===== config.mk =====
export PLATFORM = sky130hd
export DESIGN_NAME = mem_burst_initiator
export DESIGN_NICKNAME = d
export VERILOG_FILES = /design/src/rtl/mem_burst_initiator.sv
export SDC_FILE = /design/constraint.sdc
export NUM_CORES = 1
export LEC_CHECK = 0
export BUFFER_PORTS_ARGS = -buffer_cell sky130_fd_sc_hd__buf_4
export CAP_MARGIN = 15
export CORE_MARGIN = 8
export CORE_UTILIZATION = 55
export DETAILED_ROUTE_END_ITERATION = 7
export GPL_TIMING_DRIVEN = 0
export MAX_ROUTING_LAYER = met4
export PLACE_DENSITY = 0.83
export SYNTH_ARGS = -nofsm -noshare
export SYNTH_HDL_FRONTEND = slang
export SYNTH_SLANG_ARGS = --single-unit

===== constraint.sdc =====
create_clock -name clock -period 2.8 [get_ports clock]
set_clock_uncertainty 0.2 [all_clocks]
set_input_delay 0.42 -clock clock [delete_from_list [all_inputs] [get_ports clock]]
set_output_delay 0.42 -clock clock [all_outputs]
set_load 0.02 [all_outputs]

===== src/rtl/mem_burst_initiator.sv =====
// mem_burst_initiator: turns burst read/write commands into per-beat cycles on a
// single-port memory. Write beats come from a valid/ready stream. Read data
// returns through a credit-protected first-word-fall-through response FIFO.
// Optional feature macro: MEM_BURST_INITIATOR_STATS_EN adds saturating beat counters.
module mem_burst_initiator #(
  parameter int AW        = 10,
  parameter int DW        = 16,
  parameter int READ_LAT  = 1,
  parameter int RSP_DEPTH = 4
) (
  input  logic          clock,
  input  logic          rst_n,
  input  logic          req_valid,
  output logic          req_ready,
  input  logic          req_write,
  input  logic [AW-1:0] req_addr,
  input  logic [3:0]    req_len,
  input  logic          wd_valid,
  output logic          wd_ready,
  input  logic [DW-1:0] wd_data,
  output logic          rsp_valid,
  input  logic          rsp_ready,
  output logic [DW-1:0] rsp_data,
  output logic          rsp_last,
  output logic          busy,
  output logic          chip_en,
  output logic          wr_en,
  output logic          rd_en,
  output logic [AW-1:0] addr,
  output logic [DW-1:0] wr_data,
  input  logic [DW-1:0] rd_data
`ifdef MEM_BURST_INITIATOR_STATS_EN
  ,
  input  logic          stat_clr,
  output logic [15:0]   stat_rd_beats,
  output logic [15:0]   stat_wr_beats
`endif
);

  localparam int PW = $clog2(RSP_DEPTH);

  typedef enum logic [1:0] {IDLE, WRITE, READ, DRAIN} state_t;

  state_t        state, state_nxt;
  logic [AW-1:0] cur_addr;
  logic [3:0]    beats_left;
  logic          last_beat;
  logic          issue_wr, issue_rd;
  logic          credit;
  logic          rd_last_q;
  logic [READ_LAT:1] pipe_vld, pipe_last;
  logic [3:0]    inflight;
  logic [PW:0]   fifo_count;
  logic [PW-1:0] wr_ptr, rd_ptr;
  logic [DW:0]   fifo_mem [RSP_DEPTH];
  logic [DW:0]   fifo_head;
  logic          push, pop;

  assign last_beat = (beats_left == 4'd0);

  // Count of read beats issued but not yet written into the FIFO.
  always_comb begin
    inflight = {3'b000, rd_en};
    for (int k = 1; k <= READ_LAT; k++) inflight = inflight + {3'b000, pipe_vld[k]};
  end

  assign credit = (int'(fifo_count) + int'(inflight)) < RSP_DEPTH;

  // State register.
  // NOTE: clocked state uses non-blocking assignments so every flop samples pre-edge values.
  always_ff @(posedge clock or negedge rst_n) begin
    if (!rst_n) state <= IDLE;
    else        state <= state_nxt;
  end

  // Next-state and handshake decode.
  // NOTE: every output of this block is assigned a default first so no latch is inferred.
  always_comb begin
    state_nxt = state;
    req_ready = 1'b0;
    wd_ready  = 1'b0;
    issue_wr  = 1'b0;
    issue_rd  = 1'b0;
    unique case (state)
      IDLE: begin
        req_ready = rst_n;
        if (req_valid) state_nxt = req_write ? WRITE : READ;
      end
      WRITE: begin
        wd_ready = 1'b1;
        issue_wr = wd_valid;
        if (wd_valid && last_beat) state_nxt = IDLE;
      end
      READ: begin
        issue_rd = credit;
        if (credit && last_beat) state_nxt = DRAIN;
      end
      DRAIN: begin
        if (inflight == 4'd0) state_nxt = IDLE;
      end
      default: state_nxt = IDLE;
    endcase
  end

  // Burst address/length tracking: latch on accept, advance per issued beat.
  always_ff @(posedge clock or negedge rst_n) begin
    if (!rst_n) begin
      cur_addr   <= '0;
      beats_left <= '0;
    end else if (state == IDLE && req_valid) begin
      cur_addr   <= req_addr;
      beats_left <= req_len;
    end else if (issue_wr || issue_rd) begin
      cur_addr   <= cur_addr + 1'b1;
      beats_left <= beats_left - 1'b1;
    end
  end

  // Registered memory interface; addr and wr_data hold between beats.
  always_ff @(posedge clock or negedge rst_n) begin
    if (!rst_n) begin
      chip_en   <= 1'b0;
      wr_en     <= 1'b0;
      rd_en     <= 1'b0;
      rd_last_q <= 1'b0;
      addr      <= '0;
      wr_data   <= '0;
    end else begin
      chip_en   <= issue_wr | issue_rd;
      wr_en     <= issue_wr;
      rd_en     <= issue_rd;
      rd_last_q <= issue_rd & last_beat;
      if (issue_wr || issue_rd) addr <= cur_addr;
      if (issue_wr) wr_data <= wd_data;
    end
  end

  // Read-latency pipe: a beat in stage k was on rd_en k cycles ago.
  always_ff @(posedge clock or negedge rst_n) begin
    if (!rst_n) begin
      pipe_vld  <= '0;
      pipe_last <= '0;
    end else begin
      pipe_vld[1]  <= rd_en;
      pipe_last[1] <= rd_last_q;
      for (int k = 2; k <= READ_LAT; k++) begin
        pipe_vld[k]  <= pipe_vld[k-1];
        pipe_last[k] <= pipe_last[k-1];
      end
    end
  end

  assign push = pipe_vld[READ_LAT];
  assign pop  = rsp_valid & rsp_ready;

  // Response FIFO storage.
  // NOTE: the array has no reset; the pointers and count alone say which entries are valid.
  always_ff @(posedge clock) begin
    if (push) fifo_mem[wr_ptr] <= {pipe_last[READ_LAT], rd_data};
  end

  // Response FIFO pointers and occupancy.
  always_ff @(posedge clock or negedge rst_n) begin
    if (!rst_n) begin
      wr_ptr     <= '0;
      rd_ptr     <= '0;
      fifo_count <= '0;
    end else begin
      if (push) wr_ptr <= wr_ptr + 1'b1;
      if (pop)  rd_ptr <= rd_ptr + 1'b1;
      case ({push, pop})
        2'b10:   fifo_count <= fifo_count + 1'b1;
        2'b01:   fifo_count <= fifo_count - 1'b1;
        default: fifo_count <= fifo_count;
      endcase
    end
  end

  assign fifo_head = fifo_mem[rd_ptr];
  assign rsp_valid = (fifo_count != '0);
  assign rsp_data  = rsp_valid ? fifo_head[DW-1:0] : '0;
  assign rsp_last  = rsp_valid & fifo_head[DW];
  assign busy      = (state != IDLE) || (inflight != 4'd0);

`ifdef MEM_BURST_INITIATOR_STATS_EN
  // Saturating counts of driven memory beats; clear wins over increment.
  always_ff @(posedge clock or negedge rst_n) begin
    if (!rst_n) begin
      stat_rd_beats <= '0;
      stat_wr_beats <= '0;
    end else if (stat_clr) begin
      stat_rd_beats <= '0;
      stat_wr_beats <= '0;
    end else begin
      if (rd_en && stat_rd_beats != 16'hFFFF) stat_rd_beats <= stat_rd_beats + 1'b1;
      if (wr_en && stat_wr_beats != 16'hFFFF) stat_wr_beats <= stat_wr_beats + 1'b1;
    end
  end
`endif

endmodule


==> results.toml, run 1 <==
[status]
outcome = "finished, final reports clean"

[layout]
most_common_library_cell_in_the_layout_ignoring_fill_and_taps = "sky130_fd_sc_hd__buf_4"
design.final.nets = 604
layout-area-overhead-vs-synth_pct = 38.0
post_route_cells_drive_above_1_share = 0.286
final_cell_mix = "102 x sky130_fd_sc_hd__buf_4, 90 x sky130_fd_sc_hd__nand2_1, 68 x sky130_fd_sc_hd__edfxtp_1"
finish.utilization = 0.771

[worst_setup_path]
timing.rr.start = "pipe_vld$_DFF_PN0_"
worstReg2RegEnd = "cur_addr[7]$_DFFE_PN0P_"
cp_data_required_time_ns = 2.18
critPathLaunchType = "register"
crit_path_max_incr_delay_ns = 0.51
worst_r2r_path_depth = 8
timing.critical_path.buf_inv = 3
ff2ff_setup_slack_ns = 0.20
kind_of_end_point_of_the_critical_path = "output port"
critical-path-top-delay-family = "buffers and inverters"
crit_path_cell_trace = "buf_6 > buf_8 > mux4_2 > and2_1 > buf_4"
crit_fanout = 10
critical-path-slowest-cell = "sky130_fd_sc_hd__mux4_2"
timing_worst_setup_path_type = "register to output port"
critical_path_arrival_ns = 2.09

[detailed_routing]
routed.top_layer = "met4"
drt-vias-per-instance = 5.39
drt_pass1_iterations = 5
route.detailed.drc = 0
metal_1_wl_um = 4940
dr_wl_met3_um = 529
antenna_left = 0
wl_um = 12200
routed-wl-met2_um = 6410
wire_per_inst_um = 18.3
vias = 3584
drt_iter0_markers = 173

[pwr]
vdd_drop_max_mv = 0.676
powerDensity_mw_per_mm2 = 1110
p_leak_nw = 2.96

[floorplanning]
std_cell_rows = 35
dieWidth_um = 112
core_mm2 = 0.00911
io_pins = 102
initial_core_util = 0.559
floorplan.die.height_um = 112
design.die.area_mm2 = 0.0126

[yosys]
synth-seq-cells = 123
synth.avg_cell_area_um2 = 13.4
sequential_to_total_area_share_from_yosys_stat = 0.672
synth_cell_types = 39
ys.flop_type = "sky130_fd_sc_hd__edfxtp_1"
proportion_of_netlist_area_held_by_the_largest_area_contributor = 0.401
synthTopCellsByArea = "sky130_fd_sc_hd__edfxtp_1 40%, sky130_fd_sc_hd__dfrtp_1 27%, sky130_fd_sc_hd__mux4_2 7.5%"
synth-async-reset-ratio = 0.447
synth-warning-count = 0
synth.cell_area_mm2 = 0.00509
synth-edff-count = 68
syn_inst = 379
synth_top_area_cell = "sky130_fd_sc_hd__edfxtp_1"
synth_nets = 443

[timing]
tightest_slew_ns = 0.902
post-route-period-util = 0.968
postLayoutSetupSlackWorst_ns = 0.0909
drv_slew = 0
totalNegativeSetupSlack_ns = 0
slew_headroom = 0.399
min_period_ns = 2.71
final-setup-viol-count = 0
setup_repair_after_global_routing_missed_its_margin = "no"
fmaxAchievable_mhz = 369
timing_hold_violations_final = 0

[clock_tree]
ctsLongestPathBuffers = 2
h_tree_depth_reported_by_cts = 4
cts.reportedPaths.clkPinSlew_ns = 0.05
cts_sinks = 123
clock-root-buffer = "sky130_fd_sc_hd__clkbuf_8"
worstSkewPairLatency_ns = 0.50
cts-buffers-inserted = 17
tritoncts_clock_tree = "yes"

[worst_hold_path]
worst_hold_path.endpoint = "cur_addr[9]$_DFFE_PN0P_"
holdPathStages = 3
worstHoldPathType = "input port to register"
hold_path.startpoint = "req_addr[9]"

[global_route]
grtUsageTotal = 0.206
grt_max_degree = 57
number_of_antenna_violations_at_the_first_check_in_global_routing = 1
grt_pass1_vias = 3886
gr-total-overflow = 0
grt_first_pass_wirelength_um = 19800

[place]
dp_worst_setup_slack_ns = 0.129
finalWeightedCongestion = 0.846
io_buffers = 101
detailed_place_hpwl_um = 7670

[job]
reported_max_cap_violation_count = 0
synthesized netlist by cell type (all sizes together), types with 2 or more instances:
cell type,count
nand3,4
nor2,14
buf,6
a21oi,2
xor2,4
or4,2
inv,12
nand3b,2
edfxtp,68
nand4,2
nor3b,3
o31ai,2
dfrtp,55
nor3,3
clkbuf,10
mux4,17
xnor2,4
ha,11
and2,25
o21ai,10
a31oi,11
or3,8
nand2,90
o211ai,2
timing repair:
item                                   CTS  global route
setup buffers                            0             0
hold buffers                            43             0
endpoints found under the hold margin  145             0
resized for setup                        7             2
setup endpoints to repair                9             4
worst reg2reg max path, cell delays in order, from the launching register on:
cell,delay (ns)
sky130_fd_sc_hd__dfrtp_2,0.45
sky130_fd_sc_hd__ha_1,0.20
sky130_fd_sc_hd__ha_1,0.19
sky130_fd_sc_hd__or3b_1,0.40
sky130_fd_sc_hd__o31a_1,0.32
sky130_fd_sc_hd__buf_2,0.20
sky130_fd_sc_hd__buf_2,0.20
sky130_fd_sc_hd__o21ai_0,0.18
sky130_fd_sc_hd__a31oi_1,0.11
power by group:
part / switching (W) / leakage (nW) / internal, W
sequential: 0.000342 / 1.28 / 0.00235
clock: 0.000787 / 0.270 / 0.00135
combinational: 0.00163 / 1.42 / 0.00130
total: 0.00276 / 2.96 / 0.00500
registers in the layout, indices dropped and copies added (netlist names), 2 cells and up:
register    flops
rd_ptr          2
beats_left      4
fifo_count      3
wr_ptr          2
cur_addr       10
wr_data        16
fifo_mem       68
state           2
addr           10
cells by family (layout without fill, tap and decap cells):
kind of cell	Yosys count	count (layout)	share of synthesized area
other	0	1	0
buffers and inverters	29	203	0.0231
adder cells (fa/ha/maj)	12	12	0.0310
AND/OR/NAND/NOR	158	158	0.145
XOR/XNOR	8	8	0.0138
flip-flops	123	123	0.672
multiplexers	19	19	0.0794
AO/OA/AOI/OAI	30	30	0.0364
worst max path at each step:
stage                                from                       to  cells past startpoint
CTS                 rd_ptr[0]$_DFFE_PN0N_             rsp_data[13]                      5
floorplan                 rd_en$_DFF_PN0_  cur_addr[9]$_DFFE_PN0P_                      6
global placement    rd_ptr[1]$_DFFE_PN0N_             rsp_data[13]                      5
finish              rd_ptr[0]$_DFFE_PN0N_             rsp_data[13]                      5
global route        rd_ptr[0]$_DFFE_PN0N_             rsp_data[13]                      5
detailed placement  rd_ptr[1]$_DFFE_PN0N_              rsp_data[8]                      5
metal layers:
layer | track usage | vias up
met5 | - | -
met4 | 0.0764 | 0
met3 | 0.0531 | 20
met2 | 0.350 | 114
met1 | 0.232 | 1785
li1 | - | 1665
through the flow:
stage	hold WS, ns	instances	cell area, um^2	power [W]
finish	0.0201	665	7020	0.00776
global route	0.00920	665	7020	0.00819
CTS	0.00573	664	7010	0.00779
detailed placement	0.156	591	5990	0.00555
global placement	0.136	591	5990	0.00543
floorplan	-0.0756	379	5090	0.00441
area by class of cell:
| class | instances | area [um^2] |
|---|---|---|
| Inverter | 13 | 48.8 |
| Buffer | 14 | 80.1 |
| Multi-Input combinational cell | 227 | 1550 |
| Antenna cell | 1 | 2.50 |
| Timing Repair Buffer | 144 | 1190 |
| Fill cell | 542 | 2090 |
| Clock buffer | 17 | 414 |
| Clock inverter | 15 | 174 |
| Tap cell | 111 | 139 |
| Sequential cell | 123 | 3420 |
(Power assumes the default switching activity.)
==> run 2: changes to the inputs <==
==> config.mk (replaced) <==
export PLATFORM = sky130hd
export DESIGN_NAME = mem_burst_initiator
export DESIGN_NICKNAME = d
export VERILOG_FILES = /design/src/rtl/mem_burst_initiator.sv
export SDC_FILE = /design/constraint.sdc
export NUM_CORES = 1
export LEC_CHECK = 0
export BUFFER_PORTS_ARGS = -buffer_cell sky130_fd_sc_hd__buf_2
export CAP_MARGIN = 15
export CORE_MARGIN = 8
export CORE_UTILIZATION = 55
export DETAILED_ROUTE_END_ITERATION = 7
export GPL_TIMING_DRIVEN = 0
export MAX_ROUTING_LAYER = met4
export PLACE_DENSITY_LB_ADDON = 0.08
export RECOVER_POWER = 100
export SYNTH_ARGS = -nofsm -noshare
export SYNTH_HDL_FRONTEND = slang
export SYNTH_SLANG_ARGS = --single-unit
==> run 2 against run 1 <==
Sequential power about the same. Core utilization down 3.0 points. Die area unchanged. Register-to-register slack worse by 0.03 ns. Clock power rose by 2%. Wire length fell by 6.0%. Fmax rose by 1.3%. Setup slack better by 0.034 ns. First-iteration DRC count is 5.2% lower. Sequential share of layout area increased by 2.0 points. Critical path depth unchanged. Critical path type unchanged. Highest routed layer unchanged.
==> results.toml, run 2 (synthesis gave the netlist of run 1 again) <==
[layout]
register_area_mm2 = 0.00342
layout_top_registers = "fifo_mem (68), wr_data (16)"
largest_register_ff_count = 68
design.final.nets = 608
final_cell_mix = "90 x sky130_fd_sc_hd__nand2_1, 68 x sky130_fd_sc_hd__edfxtp_1, 64 x sky130_fd_sc_hd__clkbuf_1"
multi_input_area_mm2 = 0.00156
post_route_cells_drive_above_1_share = 0.190
register_bank_with_the_most_flops = "fifo_mem"
finalInstanceArea_mm2 = 0.00675
layout-area-overhead-vs-synth_pct = 32.6
fill_cells = 634
finish.utilization = 0.741
most_common_library_cell_in_the_layout_ignoring_fill_and_taps = "sky130_fd_sc_hd__nand2_1"
diodes = 0

[detailed_routing]
drt_pass1_iterations = 4
route.detailed.drc = 0
wire_per_inst_um = 17.1
wl_um = 11400
vias = 3531
antenna_left = 0
drt_iter0_markers = 164
drt-vias-per-instance = 5.29

[global_route]
number_of_antenna_violations_at_the_first_check_in_global_routing = 0
grtUsageTotal = 0.198
grt_max_degree = 31
grt_first_pass_wirelength_um = 19100
gr-total-overflow = 0
grt_pass1_vias = 3861

[clock_tree]
cts-buffers-inserted = 17
cts_sinks = 123
tritoncts_clock_tree = "yes"
cts.reportedPaths.clkPinSlew_ns = 0.06
worstSkewPairLatency_ns = 0.50
postCtsSetupBuffers = 0
h_tree_depth_reported_by_cts = 4
ctsLongestPathBuffers = 2
clock-root-buffer = "sky130_fd_sc_hd__clkbuf_8"

[timing]
timing_hold_violations_final = 0
tightest_slew_ns = 1.36
min_period_ns = 2.67
drv_slew = 0
final-setup-viol-count = 0
post-route-period-util = 0.955
slew_headroom = 0.0930
postLayoutSetupSlackWorst_ns = 0.125
fmaxAchievable_mhz = 374
totalNegativeSetupSlack_ns = 0
setup_repair_after_global_routing_missed_its_margin = "no"

[pwr]
vdd_drop_max_mv = 0.573
powerDensity_mw_per_mm2 = 1100
p_leak_nw = 2.75
total_power_w = 0.00743

[worst_hold_path]
worstHoldPathType = "input port to register"

[floorplanning]
core_mm2 = 0.00911
initial_core_util = 0.559
dieWidth_um = 112
floorplan.die.height_um = 112
design.die.area_mm2 = 0.0126
std_cell_rows = 35
io_pins = 102

[worst_setup_path]
crit_fanout = 10
critical_path_arrival_ns = 2.05
kind_of_end_point_of_the_critical_path = "output port"
critical-path-slowest-cell = "sky130_fd_sc_hd__mux4_2"
critPathLaunchType = "register"
timing_worst_setup_path_type = "register to output port"
cp_data_required_time_ns = 2.18
crit_path_cell_trace = "buf_6 > buf_8 > mux4_2 > and2_1 > clkbuf_2"
crit_path_max_incr_delay_ns = 0.50

[place]
finalWeightedCongestion = 0.807
dp_worst_setup_slack_ns = 0.0752
post_dp_cell_area_mm2 = 0.00575
io_buffers = 101
detailed_place_hpwl_um = 7150

[job]
reported_max_cap_violation_count = 0

[status]
outcome = "finished, final reports clean"
## run 2: repair_timing
item	4_1_cts	5_1_grt
hold buffers	46	0
gates resized for setup	5	4
endpoints found under the setup margin	9	12
endpoints found under the hold margin	118	0
## run 2: critical path: cells and delay by family (launching register included)
kind / cells / cell delay (ns)
flops: 1 / 0.35
buf+inv: 3 / 0.53
simple gates: 1 / 0.18
mux: 1 / 0.50
## run 2: worst paths after layout
check	startpoint	endpoint	slack, ns	depth (start not counted)
worst max-delay path	rd_ptr[0]$_DFFE_PN0N_	rsp_data[14]	0.13	5
worst min-delay path	req_write	state[1]$_DFFE_PN0P_	0.03	3
worst max register to register	pipe_vld$_DFF_PN0_	cur_addr[3]$_DFFE_PN0P_	0.17	8
worst min register to register	rd_last_q$_DFF_PN0_	pipe_last$_DFF_PN0_	0.16	0
max in group asynchronous	rst_n	chip_en$_DFF_PN0_	0.99	3
min in group asynchronous	rst_n	state[0]$_DFFE_PN0P_	0.27	2
## run 2: per-layer routing
layer	up-vias	share of wire	GRT usage
li1	1674	-	-
met1	1724	0.41	0.230
met2	117	0.53	0.334
met3	16	0.047	0.0478
met4	0	0.018	0.0656
met5	-	0	-
## run 2: layout make-up
class                      instances  share of cell area
multi-input combinational        227               0.231
clock buffer                      18              0.0619
tap                              111              0.0206
sequential                       123               0.507
buffer                            14              0.0117
clock inverter                    14              0.0273
inverter                          13             0.00723
timing repair buffer             148               0.134
## run 2: where the power goes
part           switching (W)  internal [W]
sequential          0.000330       0.00235
clock               0.000813       0.00138
combinational        0.00158      0.000982
total                0.00273       0.00471
## run 2: stage by stage
| stage | std cells | hold WS (ns) |
|---|---|---|
| final | 668 | 0.0256 |
| after floorplan | 379 | -0.0756 |
| after global routing | 668 | 0.0129 |
| after global placement | 591 | 0.137 |
| after detailed placement | 592 | 0.145 |
| after CTS | 668 | 0.00119 |
==> run 3: changes to the inputs <==
--- a/config.mk
+++ b/config.mk
@@ -7,6 +7,7 @@
 export LEC_CHECK = 0
 export BUFFER_PORTS_ARGS = -buffer_cell sky130_fd_sc_hd__buf_2
 export CAP_MARGIN = 15
+export CORE_ASPECT_RATIO = 1.25
 export CORE_MARGIN = 8
 export CORE_UTILIZATION = 55
 export DETAILED_ROUTE_END_ITERATION = 7
@@ -14,6 +15,7 @@
 export MAX_ROUTING_LAYER = met4
 export PLACE_DENSITY_LB_ADDON = 0.08
 export RECOVER_POWER = 100
+export SETUP_SLACK_MARGIN = 0.2
 export SYNTH_ARGS = -nofsm -noshare
 export SYNTH_HDL_FRONTEND = slang
 export SYNTH_SLANG_ARGS = --single-unit
==> run 3 against run 2 <==
Sequential share of layout area rose by 1.9 points. Combinational power rose by 4%. Design area decreased by 3.7%. Cell count is 2.1% lower. Register-to-register slack improved by 0.12 ns. Core utilization is 2.5 points lower. Fmax increased by 6.2%. Sequential power is 2% lower. Setup slack improved by 0.16 ns. Count of clock-buffer cells in the layout is 3 higher. Wire length fell by 2.7%. Largest power group is now combinational logic. Highest routed layer unchanged.
==> results.toml, run 3 (synthesis gave the netlist of run 1 again) <==
[timing]
totalNegativeSetupSlack_ns = 0
fmaxAchievable_mhz = 397
timing_hold_violations_final = 0
post-route-period-util = 0.900
tightest_slew_ns = 1.34
drv_slew = 0
hold_ws_ns = 0.0151
final-setup-viol-count = 0
slew_headroom = 0.108
setup_repair_after_global_routing_missed_its_margin = "no"
min_period_ns = 2.52

[layout]
diodes = 0
register_bank_with_the_most_flops = "fifo_mem"
layout-area-overhead-vs-synth_pct = 27.7
final_cell_mix = "90 x sky130_fd_sc_hd__nand2_1, 71 x sky130_fd_sc_hd__clkbuf_1, 68 x sky130_fd_sc_hd__edfxtp_1"
layout_top_registers = "fifo_mem (68), wr_data (16)"
design.final.nets = 582
largest_register_ff_count = 68
post_route_cells_drive_above_1_share = 0.202
most_common_library_cell_in_the_layout_ignoring_fill_and_taps = "sky130_fd_sc_hd__nand2_1"

[place]
finalWeightedCongestion = 0.901
io_buffers = 101
detailed_place_hpwl_um = 7280

[detailed_routing]
drt-vias-per-instance = 5.24
wire_per_inst_um = 17.0
antenna_left = 0
vias = 3426
drt_pass1_iterations = 4
drt_iter0_markers = 150
route.detailed.drc = 0
wl_um = 11100

[global_route]
grt_pass1_vias = 3611
grt_first_pass_wirelength_um = 17800
grtUsageTotal = 0.196
number_of_antenna_violations_at_the_first_check_in_global_routing = 0
busiest_layer = "met2"
grt_max_degree = 31
grt.met1_usage = 0.210
met3_grt_util = 0.0485
gr-total-overflow = 0
global_route.usage.met2 = 0.331

[floorplanning]
dieWidth_um = 102
design.die.area_mm2 = 0.0126
std_cell_rows = 39
io_pins = 102
initial_core_util = 0.561
floorplan.die.height_um = 124
core_mm2 = 0.00908

[worst_setup_path]
crit_fanout = 10
critical_path_arrival_ns = 1.90
kind_of_end_point_of_the_critical_path = "output port"
critPathLaunchType = "register"
cp_data_required_time_ns = 2.18
timing_worst_setup_path_type = "register to output port"

[pwr]
vdd_drop_max_mv = 0.604
p_leak_nw = 2.64
powerDensity_mw_per_mm2 = 1160

[status]
outcome = "finished, final reports clean"

[worst_hold_path]
worstHoldPathType = "input port to register"

[clock_tree]
ctsLongestPathBuffers = 2
cts.reportedPaths.clkPinSlew_ns = 0.05
clock-root-buffer = "sky130_fd_sc_hd__clkbuf_16"
cts-buffers-inserted = 17
worstSkewPairLatency_ns = 0.41
h_tree_depth_reported_by_cts = 4
tritoncts_clock_tree = "yes"
cts_sinks = 123

[job]
reported_max_cap_violation_count = 0
==> run 3: changes by cell type in the layout (fill, tap and decap cells not counted), moves of 2 or more <==
cell,delta
sky130_fd_sc_hd__dlygate4sd3_1,-36
sky130_fd_sc_hd__buf_4,+7
sky130_fd_sc_hd__clkbuf_1,+7
sky130_fd_sc_hd__clkbuf_2,-7
sky130_fd_sc_hd__inv_6,-5
sky130_fd_sc_hd__clkbuf_4,+3
sky130_fd_sc_hd__clkbuf_8,+3
sky130_fd_sc_hd__clkinv_2,+3
sky130_fd_sc_hd__and2_0,-2
sky130_fd_sc_hd__and2_1,+2
sky130_fd_sc_hd__buf_12,+2
==> run 3: timing repair <==
| item | CTS | global route |
|---|---|---|
| setup buffers | 1 | 7 |
| resized for setup | 16 | 11 |
| setup endpoints to repair | 18 | 30 |
| pin swaps | 1 | 1 |
| hold endpoints to repair | 34 | 0 |
| hold buffers | 10 | 0 |
==> run 3: power breakdown <==
part | switching, W | internal, W
Clock | 0.000749 | 0.00147
Sequential | 0.000285 | 0.00235
Combinational | 0.00163 | 0.00104
==> run 3: path summary, 6_finish.rpt <==
kind                                        endpoint  cells after the start  slack (ns)                      start
setup / recovery                        rsp_data[12]                      5        0.28  fifo_count[1]$_DFFE_PN0P_
hold / removal               wr_data[15]$_DFFE_PN0P_                      3        0.02                wd_data[15]
setup reg to reg             cur_addr[3]$_DFFE_PN0P_                      8        0.29         pipe_vld$_DFF_PN0_
hold reg to reg                  pipe_last$_DFF_PN0_                      0        0.15        rd_last_q$_DFF_PN0_
max in group asynchronous     wr_data[0]$_DFFE_PN0P_                      3        0.88                      rst_n
min in group asynchronous  beats_left[3]$_DFFE_PN0P_                      2        0.35                      rst_n
==> run 3: area by class of cell <==
type | instances | area (um^2)
flip-flops and latches | 123 | 3420
plain buffers | 16 | 121
well taps | 123 | 154
repair buffers | 120 | 588
clock buffers | 21 | 470
clock inverters | 11 | 144
multi-input cells | 227 | 1550
inverters | 13 | 48.8
fillers | 685 | 2580
==> run 3: worst max-delay path: stages (launching register included) <==
cell                       delay (ns)
sky130_fd_sc_hd__dfrtp_1         0.42
sky130_fd_sc_hd__or3_1           0.37
sky130_fd_sc_hd__buf_2           0.18
sky130_fd_sc_hd__clkbuf_4        0.20
sky130_fd_sc_hd__and2_1          0.15
sky130_fd_sc_hd__clkbuf_1        0.17
==> run 3: layer usage <==
layer,share of wire,vias to the layer above
met4,0.013,0
met2,0.55,91
met3,0.042,14
met5,0,-
li1,-,1624
met1,0.39,1697
==> run 3: through the flow <==
step | util | power (W) | instance area (um^2) | setup slack (ns) | std cells
3_5_place_dp | 0.636 | 0.00526 | 5770 | 0.143 | 604
6_report | 0.716 | 0.00752 | 6500 | 0.280 | 654
3_3_place_gp | 0.633 | 0.00519 | 5750 | 0.135 | 603
5_1_grt | 0.716 | 0.00798 | 6500 | 0.151 | 654
2_1_floorplan | - | 0.00441 | 5090 | 0.343 | 379
4_1_cts | 0.720 | 0.00761 | 6540 | 0.191 | 647
